==> config.mk <==
export PLATFORM = sky130hd
export DESIGN_NAME = fma_align_sum_pipe
export DESIGN_NICKNAME = d
export VERILOG_FILES = /design/src/rtl/fma_align_sum_pipe.sv
export SDC_FILE = /design/constraint.sdc
export NUM_CORES = 1
export LEC_CHECK = 0
export BUFFER_PORTS_ARGS = -buffer_cell sky130_fd_sc_hd__buf_2
export CAP_MARGIN = 20
export CELL_PAD_IN_SITES_DETAIL_PLACEMENT = 0
export CELL_PAD_IN_SITES_GLOBAL_PLACEMENT = 1
export CORE_MARGIN = 10
export CORE_UTILIZATION = 50
export CTS_CLUSTER_SIZE = 24
export DETAILED_ROUTE_END_ITERATION = 8
export GPL_ROUTABILITY_DRIVEN = 0
export PLACE_DENSITY = 0.95
export RECOVER_POWER = 100
export SLEW_MARGIN = 20
export SYNTH_ARGS = -nofsm -noshare
export SYNTH_HDL_FRONTEND = slang
export SYNTH_SLANG_ARGS = --single-unit
==> constraint.sdc <==
create_clock -name clk -period 5.7 [get_ports clk]
set_clock_uncertainty 0.1 [all_clocks]
set_input_delay 0.855 -clock clk [delete_from_list [all_inputs] [get_ports clk]]
set_output_delay 0.855 -clock clk [all_outputs]
set_load 0.05 [all_outputs]
==> src/rtl/fma_align_sum_pipe.sv <==
// FMA addend alignment and signed-magnitude add in a two-stage valid/ready pipeline.
// Define FMA_ALIGN_STICKY_EN to track shifted-out bits in sticky; otherwise sticky is 0.
module fma_align_sum_pipe #(
  parameter int EXP_W = 5,
  parameter int MAN_W = 10,
  parameter int GUARD = 3,
  localparam int SW = 2*MAN_W + GUARD + 3,
  localparam int EW = EXP_W + 2
) (
  input  logic               clk,
  input  logic               reset_n,
  input  logic               in_valid,
  output logic               in_ready,
  input  logic               ps,
  input  logic               zs,
  input  logic [EW-1:0]      pe,
  input  logic [EXP_W-1:0]   ze,
  input  logic [2*MAN_W+1:0] pm,
  input  logic [MAN_W-1:0]   zm,
  input  logic               p_zero,
  input  logic               z_zero,
  output logic               out_valid,
  input  logic               out_ready,
  output logic [SW-1:0]      sm,
  output logic [EW-1:0]      se,
  output logic               ms,
  output logic               sticky
);

  logic          s1_valid;
  logic          s2_ready;
  logic [SW-1:0] s1_p;
  logic [SW-1:0] s1_z;
  logic [EW-1:0] s1_se;
  logic          s1_ps;
  logic          s1_zs;

  assign s2_ready = ~out_valid | out_ready;
  assign in_ready = ~s1_valid | s2_ready;

  // Exponent compare: a zero operand still takes part, except when both are zero.
  logic signed [EW-1:0] pe_s;
  logic signed [EW-1:0] ze_s;
  logic signed [EW-1:0] se_s;
  logic [EW:0]          p_sh;
  logic [EW:0]          z_sh;
  logic [SW-1:0]        p_vec;
  logic [SW-1:0]        z_vec;

  assign pe_s = pe;
  assign ze_s = (ze == '0) ? EW'(1) : EW'(ze);
  assign se_s = ((p_zero & z_zero) || (pe_s >= ze_s)) ? pe_s : ze_s;
  // A negative z_sh only occurs when z is zero, where it saturates harmlessly.
  assign p_sh = {se_s[EW-1], se_s} - {pe_s[EW-1], pe_s};
  assign z_sh = {se_s[EW-1], se_s} - {ze_s[EW-1], ze_s};

  assign p_vec = p_zero ? '0 : {1'b0, pm, {GUARD{1'b0}}};
  assign z_vec = z_zero ? '0 : {2'b00, (ze != '0), zm, {(MAN_W+GUARD){1'b0}}};

  function automatic logic [SW-1:0] align(input logic [SW-1:0] v, input logic [EW:0] sh);
    align = (int'(sh) >= SW) ? '0 : v >> sh;
  endfunction

  // NOTE: payload registers carry no reset; s1_valid qualifies them, so reset-time contents never matter.
  always_ff @(posedge clk) begin
    if (in_valid && in_ready) begin
      s1_p  <= align(p_vec, p_sh);
      s1_z  <= align(z_vec, z_sh);
      s1_se <= se_s;
      s1_ps <= ps;
      s1_zs <= zs;
    end
  end

  logic [SW-1:0] sum_nxt;
  logic          ms_nxt;

  // NOTE: every always_comb output gets a default first so no path can infer a latch.
  always_comb begin
    sum_nxt = s1_p + s1_z;
    ms_nxt  = s1_ps;
    if (s1_ps != s1_zs) begin
      if (s1_p > s1_z) begin
        sum_nxt = s1_p - s1_z;
        ms_nxt  = s1_ps;
      end else if (s1_z > s1_p) begin
        sum_nxt = s1_z - s1_p;
        ms_nxt  = s1_zs;
      end else begin
        sum_nxt = '0;
        ms_nxt  = 1'b0;
      end
    end
  end

  // NOTE: sequential state uses non-blocking assignments so every register samples pre-edge values.
  always_ff @(posedge clk or negedge reset_n) begin
    if (!reset_n) begin
      s1_valid  <= 1'b0;
      out_valid <= 1'b0;
      sm        <= '0;
      se        <= '0;
      ms        <= 1'b0;
    end else begin
      if (in_ready) s1_valid <= in_valid;
      if (s2_ready) begin
        out_valid <= s1_valid;
        if (s1_valid) begin
          sm <= sum_nxt;
          se <= s1_se;
          ms <= ms_nxt;
        end
      end
    end
  end

`ifdef FMA_ALIGN_STICKY_EN
  function automatic logic lost_bits(input logic [SW-1:0] v, input logic [EW:0] sh);
    lost_bits = (int'(sh) >= SW) ? |v : |(v & ~({SW{1'b1}} << sh));
  endfunction

  logic s1_sticky;

  always_ff @(posedge clk) begin
    if (in_valid && in_ready) s1_sticky <= lost_bits(p_vec, p_sh) | lost_bits(z_vec, z_sh);
  end

  always_ff @(posedge clk or negedge reset_n) begin
    if (!reset_n) sticky <= 1'b0;
    else if (s2_ready && s1_valid) sticky <= s1_sticky;
  end
`else
  assign sticky = 1'b0;
`endif

endmodule

==> results.yml <==
pwr:
  power_density_mw_per_mm2: 282
  irDropWorstVdd_uv: 143
  leakage_nw: 4.68
yosys:
  ys_ff_latch: 94
  ys.warnings.count: 0
  yosysSeqAreaShare_pct: 26.4
  synthFlopType: "edfxtp_1"
  syn_area_per_cell_sq_um: 7.88
  synth_area_sq_mm: 0.0100
  post_synth_inst_count: 1268
  ys_types: 80
  synth_edf_count: 58
  syn-num-nets: 1414
  synthArstFlopShare_pct: 38.3
routing:
  vias: 9662
  routed_wirelength_um: 29000
  drcViolationCount: 0
  avgViaCountPerCell: 6.06
  ant_nets: 0
  drt-pass1-iter-count: 6
  wl_per_cell_um: 18.2
  drtIter0Drc: 1151
sta:
  setup_slack_ps: 469
  fmax_mhz: 191
  finalHoldViolCount: 0
  finalSetupViolCount: 0
  drv_slew: 96
  slew_headroom_pct: -106
  rsz0062_at_grt: "false"
  period_minus_slack_ps: 5230
  tightest_slew_ps: 3090
  fin_crit_sh_pct: 91.8
final_layout:
  nNetsFinal: 1471
  syn_to_final_growth_pct: 9.51
  n_antenna_cell: 0
  fin_cells: 1595
  final_cell_mix: "nand2_1 (139), nor2_1 (122), a21oi_1 (109), inv_1 (100), ha_1 (89)"
  drive_gt1_share_pct: 9.02
  layout_commonest_cell: "nand2_1"
setup_path:
  cp_top_family: "compound AO/OA/AOI/OAI gates"
  crit_arrival_ps: 5250
  critPathMaxStageDelay_ps: 350
  slowest_stage: "ha_1"
  cp_data_required_time_ps: 5720
  cp_common_cell: "o21ai_0"
  crit_path_end_kind: "flip-flop"
  worst-path-buf-inv: 3
  startpoint_type: "input pin"
  critPathKind: "in2reg"
  critPathMaxFanout: 6
placement:
  hpwl_um: 22900
  place_inst: 1579
  portBuffers: 87
  dp_slack_ps: -55.8
run_status:
  status: "finished with violations"
  violations: "max-capacitance violations, max-slew violations"
hold_path:
  hold_path.class: "reg2reg"
die:
  die-area_sq_mm: 0.0261
  ios: 89
  initial_utilization_pct: 51.0
  die_h_um: 161
  num_rows: 51
  fp.dieW_um: 161
  core_region_area_sq_mm: 0.0196
global_routing:
  grt_pass1_vias: 9086
  grt_usage_pct: 21.8
  antenna_found_initial: 0
  overflow: 0
  grt_max_degree: 59
  grt_pass1_wl_um: 47300
clocking:
  clkTransAtPathRegs_ps: 70
  cts_tree: "done"
  cts_made_buffers: 9
  cts_max_level: 3
  cts.sinks: 94
  hold_buffers: 0
  clock_path_buffers: 2
  worst_skew_pair.late_latency_ps: 370
  cts-root-buf: "clkbuf_16"
run:
  cap_violations: 2
-- registers in the layout, indices dropped and copies added (netlist names) --
signal,count
sm,26
s1_p,25
s1_z,24
s1_se,7
se,7
ms,1
out_valid,1
s1_ps,1
s1_valid,1
s1_zs,1
-- worst paths after layout --
check	start	end	slack, ps	cells after the start
worst max-delay path	ze[2]	s1_p[4]	470	26
worst min-delay path	s1_se[6]	se[6]	350	2
worst max register to register	s1_z[2]	sm[8]	620	11
worst min register to register	s1_se[6]	se[6]	350	2
max in group asynchronous	reset_n	se[5]	3370	1
min in group asynchronous	reset_n	sm[10]	960	1
-- cell usage after synthesis, types with 12 or more instances --
cell type  number  area, sq um
nand3_1        21          105
mux2_2         12          135
a31oi_1        20          125
edfxtp_1       58         1740
o31ai_1        12         90.1
buf_2          16         80.1
mux2i_1        34          340
o21bai_1       17          128
dfrtp_1        36          901
a221o_1        15          150
nand2_1       139          522
nor3_1         29          145
a21o_1         20          150
a22oi_1        12         90.1
clkbuf_1       45          169
nand2b_1       20          125
ha_1           89         1110
xnor2_1        26          228
a21oi_1       110          551
a211oi_1       18          135
nor2_1        122          458
inv_1         100          375
o21ai_0        79          395
o221ai_1       13          114
and2_1         19          119
-- layout make-up --
| type | count | area [sq um] |
|---|---|---|
| clock buffer | 10 | 250 |
| clock inverter | 6 | 60.1 |
| inverter | 102 | 383 |
| timing repair buffer | 117 | 586 |
| multi-input combinational | 1001 | 6700 |
| tap | 265 | 332 |
| fill | 1895 | 8640 |
| sequential | 94 | 2640 |
-- report_power, final --
| part | switching, W | internal, W |
|---|---|---|
| sequential | 0.0000619 | 0.000823 |
| clock | 0.000300 | 0.000334 |
| combinational | 0.00107 | 0.000499 |
| total | 0.00144 | 0.00166 |
-- cells by family after synthesis --
logic type	Yosys count	share of synthesized area [%]
compound gates	402	26.4
xor+xnor	33	2.89
fa+ha+maj	94	12.1
buf+inv	173	6.90
flops	94	26.4
mux	49	5.43
other cells	1	0.0375
simple gates	422	19.7
-- worst reg2reg max path: stages, from the launching register on --
cell and delay [ps]:
edfxtp_1 490, ha_1 510, nor2b_1 230, o21ai_0 360, a211oi_1 180, nor4b_1 830
nor3_1 250, o21ai_0 670, clkbuf_1 720, o221a_2 320, nor3_1 40, a221o_1 260
-- layer usage --
layer	vias to the layer above	part of all wire [%]	routed length [um]	global-route usage, %
met5	-	0	0	0
met4	0	2.6	743	6.99
met3	54	7.3	2120	3.05
met2	426	44	12600	33.6
met1	4490	47	13500	30.6
li1	4692	-	-	-
-- timing repair --
item | CTS | global route
gates resized for setup | 0 | 7
setup endpoints to repair | 0 | 23
setup buffers | 0 | 0
-- metrics by stage --
stage               setup TNS [ps]  cell area, sq um  utilization [%]  hold slack [ps]  total power (W)
floorplan                        0             10000                -              315          0.00207
global placement                 0             10700             54.6              330          0.00245
detailed placement            -113             10700             54.6              336          0.00246
CTS                              0             11000             56.2              354          0.00310
global route                     0             10900             55.9              377          0.00330
finish                           0             10900             55.9              348          0.00309
No activity file was read; power rests on OpenSTA's default activity.
